**src/rtl/mem_arbiter_if.sv**
```systemverilog
// Bundle of the fetch, load/store and unified-memory signals around mem_arbiter.
// The slave view belongs to the arbiter; the master view is the environment (core + memory).
interface mem_arbiter_if #(
  parameter int ADDR_W = 32,
  parameter int DATA_W = 32
);
  logic              i_req_valid;
  logic [ADDR_W-1:0] i_req_addr;
  logic              i_resp_valid;
  logic [DATA_W-1:0] i_resp_data;
  logic              d_req_rd;
  logic              d_req_wr;
  logic [ADDR_W-1:0] d_req_addr;
  logic [1:0]        d_req_size;
  logic [DATA_W-1:0] d_req_wdata;
  logic              d_resp_valid;
  logic [DATA_W-1:0] d_resp_rdata;
  logic              resp_err;
  logic [ADDR_W-1:0] mem_addr;
  logic              mem_r_enable;
  logic              mem_w_enable;
  logic [1:0]        mem_w_size;
  logic [DATA_W-1:0] mem_w_data;
  logic [DATA_W-1:0] mem_r_data;
  logic              mem_ready;

  modport slave (
    input  i_req_valid, i_req_addr, d_req_rd, d_req_wr, d_req_addr, d_req_size,
           d_req_wdata, mem_r_data, mem_ready,
    output i_resp_valid, i_resp_data, d_resp_valid, d_resp_rdata, resp_err,
           mem_addr, mem_r_enable, mem_w_enable, mem_w_size, mem_w_data
  );

  modport master (
    output i_req_valid, i_req_addr, d_req_rd, d_req_wr, d_req_addr, d_req_size,
           d_req_wdata, mem_r_data, mem_ready,
    input  i_resp_valid, i_resp_data, d_resp_valid, d_resp_rdata, resp_err,
           mem_addr, mem_r_enable, mem_w_enable, mem_w_size, mem_w_data
  );
endinterface

```
**src/rtl/mem_arbiter.sv**
```systemverilog
// Single-port memory arbiter: D has priority, a burst counter forces I after
// MAX_D_BURST back-to-back D grants, and a watchdog aborts stuck accesses.
module mem_arbiter #(
  parameter int ADDR_W      = 32,
  parameter int DATA_W      = 32,
  parameter int MAX_D_BURST = 4,
  parameter int TIMEOUT     = 64
) (
  input logic          clk,
  input logic          reset,
  mem_arbiter_if.slave bus
);
  typedef enum logic [1:0] {IDLE, BUSY_I, BUSY_D, RESP} state_e;

  localparam int TMO_W = $clog2(TIMEOUT);
  localparam int BST_W = $clog2(MAX_D_BURST + 1);
  localparam logic [TMO_W-1:0] TMO_LAST = TMO_W'(TIMEOUT - 1);
  localparam logic [BST_W-1:0] BST_MAX  = BST_W'(MAX_D_BURST);

  state_e            state_q, state_d;
  logic [BST_W-1:0]  burst_q, burst_d;
  logic [TMO_W-1:0]  tmo_q, tmo_d;
  logic [ADDR_W-1:0] addr_q, addr_d;
  logic              r_en_q, r_en_d;
  logic              w_en_q, w_en_d;
  logic [1:0]        w_size_q, w_size_d;
  logic [DATA_W-1:0] w_data_q, w_data_d;
  logic              i_rv_q, i_rv_d;
  logic [DATA_W-1:0] i_rdata_q, i_rdata_d;
  logic              d_rv_q, d_rv_d;
  logic [DATA_W-1:0] d_rdata_q, d_rdata_d;
  logic              err_q, err_d;

  logic d_pend, grant_d, grant_i, tmo_hit;

  assign d_pend  = bus.d_req_rd | bus.d_req_wr;
  assign grant_d = d_pend & ~(bus.i_req_valid & (burst_q == BST_MAX));
  assign grant_i = ~grant_d & bus.i_req_valid;
  assign tmo_hit = ~bus.mem_ready & (tmo_q == TMO_LAST);

  always_ff @(posedge clk) begin
    if (reset) begin
      state_q   <= IDLE;
      burst_q   <= '0;
      tmo_q     <= '0;
      addr_q    <= '0;
      r_en_q    <= 1'b0;
      w_en_q    <= 1'b0;
      w_size_q  <= '0;
      w_data_q  <= '0;
      i_rv_q    <= 1'b0;
      i_rdata_q <= '0;
      d_rv_q    <= 1'b0;
      d_rdata_q <= '0;
      err_q     <= 1'b0;
    end else begin
      state_q   <= state_d;
      burst_q   <= burst_d;
      tmo_q     <= tmo_d;
      addr_q    <= addr_d;
      r_en_q    <= r_en_d;
      w_en_q    <= w_en_d;
      w_size_q  <= w_size_d;
      w_data_q  <= w_data_d;
      i_rv_q    <= i_rv_d;
      i_rdata_q <= i_rdata_d;
      d_rv_q    <= d_rv_d;
      d_rdata_q <= d_rdata_d;
      err_q     <= err_d;
    end
  end

  always_comb begin
    state_d = state_q;
    case (state_q)
      IDLE: begin
        if (grant_d)      state_d = BUSY_D;
        else if (grant_i) state_d = BUSY_I;
      end
      BUSY_I, BUSY_D: if (bus.mem_ready || tmo_hit) state_d = RESP;
      RESP:           state_d = IDLE;
      default:        state_d = IDLE;
    endcase
  end

  // Outputs are computed one cycle ahead so every port comes straight from a flop.
  always_comb begin
    burst_d   = burst_q;
    tmo_d     = tmo_q;
    addr_d    = addr_q;
    r_en_d    = r_en_q;
    w_en_d    = w_en_q;
    w_size_d  = w_size_q;
    w_data_d  = w_data_q;
    i_rv_d    = 1'b0;
    i_rdata_d = i_rdata_q;
    d_rv_d    = 1'b0;
    d_rdata_d = d_rdata_q;
    err_d     = 1'b0;
    case (state_q)
      IDLE: begin
        tmo_d = '0;
        if (grant_d) begin
          // Simultaneous rd and wr is illegal; the write wins.
          addr_d   = bus.d_req_addr;
          w_en_d   = bus.d_req_wr;
          r_en_d   = ~bus.d_req_wr;
          w_size_d = bus.d_req_wr ? bus.d_req_size  : 2'b00;
          w_data_d = bus.d_req_wr ? bus.d_req_wdata : '0;
          if (!bus.i_req_valid)       burst_d = '0;
          else if (burst_q != BST_MAX) burst_d = burst_q + 1'b1;
        end else if (grant_i) begin
          addr_d   = bus.i_req_addr;
          r_en_d   = 1'b1;
          w_en_d   = 1'b0;
          w_size_d = 2'b00;
          w_data_d = '0;
          burst_d  = '0;
        end
      end
      BUSY_I, BUSY_D: begin
        if (bus.mem_ready || tmo_hit) begin
          r_en_d = 1'b0;
          w_en_d = 1'b0;
          err_d  = tmo_hit;
          if (state_q == BUSY_I) begin
            i_rv_d = 1'b1;
            if (bus.mem_ready) i_rdata_d = bus.mem_r_data;
          end else begin
            d_rv_d = 1'b1;
            if (bus.mem_ready && r_en_q) d_rdata_d = bus.mem_r_data;
          end
        end else begin
          tmo_d = tmo_q + 1'b1;
        end
      end
      default: ;
    endcase
  end

  assign bus.mem_addr     = addr_q;
  assign bus.mem_r_enable = r_en_q;
  assign bus.mem_w_enable = w_en_q;
  assign bus.mem_w_size   = w_size_q;
  assign bus.mem_w_data   = w_data_q;
  assign bus.i_resp_valid = i_rv_q;
  assign bus.i_resp_data  = i_rdata_q;
  assign bus.d_resp_valid = d_rv_q;
  assign bus.d_resp_rdata = d_rdata_q;
  assign bus.resp_err     = err_q;
endmodule
```
**src/flat_wrapper.sv**
```systemverilog
// flat-port wrapper written by rule: the top's interface ports become plain ports
module mem_arbiter_flat 
#(
  parameter int ADDR_W      = 32,
  parameter int DATA_W      = 32,
  parameter int MAX_D_BURST = 4,
  parameter int TIMEOUT     = 64
)
  (clk, reset, bus_i_req_valid, bus_i_req_addr, bus_d_req_rd, bus_d_req_wr, bus_d_req_addr, bus_d_req_size, bus_d_req_wdata, bus_mem_r_data, bus_mem_ready, bus_i_resp_valid, bus_i_resp_data, bus_d_resp_valid, bus_d_resp_rdata, bus_resp_err, bus_mem_addr, bus_mem_r_enable, bus_mem_w_enable, bus_mem_w_size, bus_mem_w_data);
  mem_arbiter_if #(.ADDR_W(ADDR_W), .DATA_W(DATA_W)) bus_i ();
  input logic clk;
  input logic reset;
  input wire logic [$bits(bus_i.i_req_valid)-1:0] bus_i_req_valid;
  input wire logic [$bits(bus_i.i_req_addr)-1:0] bus_i_req_addr;
  input wire logic [$bits(bus_i.d_req_rd)-1:0] bus_d_req_rd;
  input wire logic [$bits(bus_i.d_req_wr)-1:0] bus_d_req_wr;
  input wire logic [$bits(bus_i.d_req_addr)-1:0] bus_d_req_addr;
  input wire logic [$bits(bus_i.d_req_size)-1:0] bus_d_req_size;
  input wire logic [$bits(bus_i.d_req_wdata)-1:0] bus_d_req_wdata;
  input wire logic [$bits(bus_i.mem_r_data)-1:0] bus_mem_r_data;
  input wire logic [$bits(bus_i.mem_ready)-1:0] bus_mem_ready;
  output wire logic [$bits(bus_i.i_resp_valid)-1:0] bus_i_resp_valid;
  output wire logic [$bits(bus_i.i_resp_data)-1:0] bus_i_resp_data;
  output wire logic [$bits(bus_i.d_resp_valid)-1:0] bus_d_resp_valid;
  output wire logic [$bits(bus_i.d_resp_rdata)-1:0] bus_d_resp_rdata;
  output wire logic [$bits(bus_i.resp_err)-1:0] bus_resp_err;
  output wire logic [$bits(bus_i.mem_addr)-1:0] bus_mem_addr;
  output wire logic [$bits(bus_i.mem_r_enable)-1:0] bus_mem_r_enable;
  output wire logic [$bits(bus_i.mem_w_enable)-1:0] bus_mem_w_enable;
  output wire logic [$bits(bus_i.mem_w_size)-1:0] bus_mem_w_size;
  output wire logic [$bits(bus_i.mem_w_data)-1:0] bus_mem_w_data;
  assign bus_i.i_req_valid = bus_i_req_valid;
  assign bus_i.i_req_addr = bus_i_req_addr;
  assign bus_i.d_req_rd = bus_d_req_rd;
  assign bus_i.d_req_wr = bus_d_req_wr;
  assign bus_i.d_req_addr = bus_d_req_addr;
  assign bus_i.d_req_size = bus_d_req_size;
  assign bus_i.d_req_wdata = bus_d_req_wdata;
  assign bus_i.mem_r_data = bus_mem_r_data;
  assign bus_i.mem_ready = bus_mem_ready;
  assign bus_i_resp_valid = bus_i.i_resp_valid;
  assign bus_i_resp_data = bus_i.i_resp_data;
  assign bus_d_resp_valid = bus_i.d_resp_valid;
  assign bus_d_resp_rdata = bus_i.d_resp_rdata;
  assign bus_resp_err = bus_i.resp_err;
  assign bus_mem_addr = bus_i.mem_addr;
  assign bus_mem_r_enable = bus_i.mem_r_enable;
  assign bus_mem_w_enable = bus_i.mem_w_enable;
  assign bus_mem_w_size = bus_i.mem_w_size;
  assign bus_mem_w_data = bus_i.mem_w_data;
  mem_arbiter #(.ADDR_W(ADDR_W), .DATA_W(DATA_W), .MAX_D_BURST(MAX_D_BURST), .TIMEOUT(TIMEOUT)) u_core (.clk(clk), .reset(reset), .bus(bus_i));
endmodule
```
**config.mk**
```make
export PLATFORM = sky130hd
export DESIGN_NAME = mem_arbiter_flat
export DESIGN_NICKNAME = d
export VERILOG_FILES = /design/src/rtl/mem_arbiter_if.sv /design/src/rtl/mem_arbiter.sv /design/src/flat_wrapper.sv
export SDC_FILE = /design/constraint.sdc
export NUM_CORES = 1
export LEC_CHECK = 0
export ABC_AREA = 1
export CORE_MARGIN = 2
export CORE_UTILIZATION = 35
export DETAILED_ROUTE_END_ITERATION = 8
export GPL_ROUTABILITY_DRIVEN = 0
export HOLD_SLACK_MARGIN = 0.06
export PLACE_DENSITY_LB_ADDON = 0.12
export SETUP_SLACK_MARGIN = 0.5
export SYNTH_ARGS = -nofsm -noshare
export SYNTH_HDL_FRONTEND = slang
export SYNTH_SLANG_ARGS = --single-unit
export TNS_END_PERCENT = 10
```
**constraint.sdc**
```tcl
create_clock -name clk -period 1.57 [get_ports clk]
set_input_delay 0.157 -clock clk [delete_from_list [all_inputs] [get_ports clk]]
set_output_delay 0.157 -clock clk [all_outputs]
set_load 0.05 [all_outputs]
```
==> impl_metrics.toml, run 1 <==
[synth]
syn_avg_cell_area_sq_um = 7.92
ys_seq_area_frac = 0.503
synth_nets = 877
synthTopCellsByArea = "dfxtp_1 50%, inv_1 7.6%, a21oi_1 6.2%, nand2_1 6.1%, o21ai_0 6.0%"
yosysWarnings = 0
netlist_area_sq_mm = 0.00581
synthDistinctLibCells = 23
yosysTopAreaCell = "dfxtp_1"
synth_top_area_frac = 0.503
ys_ff_latch = 146
synth_cells = 734

[route]
detail-route-antenna-nets = 0
via_per_inst = 4.53
routedWlPerCell_um = 13.1
wl_um = 16600
dr.pass1.iters = 5
remaining_drc_errors = 0
num_vias = 5712
drtIter0Drc = 203

[sta]
skew_ps = 9.35
setup_viol = 0
fin_crit_ps = 1380
rsz0062_at_grt = "true"
slew_viol_final = 0
finalHoldViolCount = 0
fmax_mhz = 724
worst_slew_pin_slew_ps = 446
slew_headroom = 0.702
hold_ws_ps = 354
finalCritPeriodShare = 0.879

[global_routing]
grt_max_degree = 65
grt_overflow = 0
first_global_vias = 5170
grt_pass1_wl_um = 25700
grt.total_usage = 0.180
antenna_found_initial = 0

[layout]
nNetsFinal = 1171
design_area_sq_mm = 0.00955
drive_gt1_frac = 0.253
num_antenna_cells = 0
area_growth_pct = 64.2
final_util = 0.582

[run_status]
status = "complete, no violations"

[job]
max_cap_violations = 0

[clock_tree]
path_clk_slew_ps = 60
clk_path_buf_depth = 2
numCtsBuffers = 17
root_buffer = "clkbuf_16"
clock_latency_ps = 420
cts_hold_buffers = 0
cts_sinks = 146
htreeDepth = 4
cts_tree = "yes"

[worst_hold_path]
hold_class = "input pin to flip-flop"
hp-start = "bus_d_req_wdata[22]"
min_delay_path_depth = 3
holdPathEnd = "u_core.bus.mem_w_data[22]"

[critical_path]
max_stage_delay_ps = 350
worstRegToRegCells = 8
cp.buffers_inverters = 3
start_kind = "flip-flop"
slowest_stage = "dfxtp_2"
worstPathArrival_ps = 1680
reg2reg_from = "u_core.state_q[1]"
endpoint_kind = "flip-flop"
r2r_setup_slack_ps = 190
critical_path_class = "flip-flop to flip-flop"
critPathRequiredTime_ps = 1870
path_cells = "inv_2, ha_4, nand3_4, buf_6, nand2_4, inv_2, nor2_1, nor2_1"
cp_max_fo = 6
worstSetupStartpoint = "u_core.state_q[1]"
reg2reg_to = "u_core.state_q[0]"
cp.depth = 8
critical-path-top-delay-family = "flip-flops"

[floorplan]
die_area_sq_mm = 0.0177
rows = 47
core_area_sq_mm = 0.0164
die_w_um = 133
start_util = 0.354
die_h_um = 133
ios = 271

[placed_design]
place_area_sq_mm = 0.00865
port_buffers = 270
dp_hpwl_um = 11100

[power_and_ir_drop]
total_power_w = 0.0167
power-per-cell-area_mw_per_mm2 = 1750
power.leakage_nw = 4.21
vdd_drop_max_mv = 0.969
[worst min-delay path, delay by kind of cell]
family | cells | cell delay, ps
buf+inv | 1 | 450
simple gates | 1 | 70
compound gates | 1 | 60
[what timing repair did]
item / CTS / global route
cloned: 2 / 1
gates resized for setup: 22 / 12
endpoints found under the setup margin: 281 / 281
pin swaps: 13 / 3
endpoints found under the hold margin: 0 / 0
setup buffers: 21 / 2
[flip-flops by register name, indices dropped and copies added, names as in the netlist]
signal and count:
u_core.bus.mem_w_enable 1, u_core.bus.mem_addr 32, u_core.bus.resp_err 1, u_core.bus.i_resp_valid 1, u_core.bus.d_resp_valid 1, u_core.bus.mem_w_size 2
u_core.bus.i_resp_data 32, u_core.bus.d_resp_rdata 32, u_core.tmo_q 6, u_core.bus.mem_w_data 32, u_core.burst_q 3, u_core.bus.mem_r_enable 1
u_core.state_q 2
[kinds of logic after synthesis]
logic type / synth area share
compound gates: 0.209
xor+xnor: 0.00151
fa+ha+maj: 0.0151
buf+inv: 0.124
flops: 0.503
simple gates: 0.148
[cell type report]
| cell class | count | area, sq um |
|---|---|---|
| fillers | 1484 | 6860 |
| repair buffers | 323 | 2970 |
| flip-flops and latches | 146 | 2930 |
| multi-input cells | 420 | 2360 |
| inverters | 120 | 463 |
| clock buffers | 20 | 447 |
| well taps | 220 | 275 |
| clock inverters | 12 | 109 |
[layer usage]
| metal | track usage | part of all wire | up-vias |
|---|---|---|---|
| met5 | 0 | 0 | - |
| met4 | 0.0532 | 0.010 | 0 |
| met3 | 0.0563 | 0.063 | 13 |
| met2 | 0.289 | 0.46 | 175 |
| met1 | 0.233 | 0.46 | 2523 |
| li1 | - | - | 3001 |
[worst max-delay path by stage]
stage / to / slack, ps
2_1_floorplan: u_core.bus.mem_r_enable / 310
5_1_grt: u_core.bus.i_resp_data[19] / 110
3_3_place_gp: u_core.bus.mem_addr[16] / 10
3_5_place_dp: u_core.bus.mem_addr[11] / -20
4_1_cts: u_core.state_q[0] / 220
6_report: u_core.state_q[0] / 190
[metrics by stage]
step / setup slack [ps] / TNS [ps] / cells
global placement: 11.0 / 0 / 1203
finish: 189 / 0 / 1261
global route: 110 / 0 / 1261
floorplan: 308 / 0 / 734
CTS: 218 / 0 / 1258
detailed placement: -22.3 / -173 / 1203
[report_power, final]
part / internal, W / total [W] / switching, W / leakage, nW
Combinational: 0.00311 / 0.00806 / 0.00495 / 2.75
Sequential: 0.00443 / 0.00483 / 0.000394 / 1.19
Clock: 0.00222 / 0.00381 / 0.00159 / 0.270
[cells in the mapped netlist, drive strengths merged]
cell    count
nand2      97
nand3      49
clkbuf     21
nor2       49
nor3b       1
inv       120
a22oi      34
xor2        1
o21ai      70
or2         1
buf        28
nand4       5
dfxtp     146
o211ai     32
ha          7
a21oi      72
a21boi      1
[layout by cell type (no fill, tap or decap), drive strengths merged]
cell	count
a21boi	1
a21oi	72
a22oi	34
buf	188
bufinv	1
clkbuf	20
clkdlybuf4s50	135
clkinv	8
clkinvlp	2
dfxtp	146
ha	7
inv	121
nand2	97
nand3	50
nand4	5
nor2	49
nor3b	1
o211ai	32
o21ai	70
or2	1
xor2	1
No activity file was read; power rests on OpenSTA's default activity.
==> inputs of run 2 (changes only) <==
Settings changed: GPL_ROUTABILITY_DRIVEN 0 to not set, HOLD_SLACK_MARGIN 0.06 to not set.
==> results of run 2 <==
No change in the layout: final DEF, timing and power equal those of run 1.
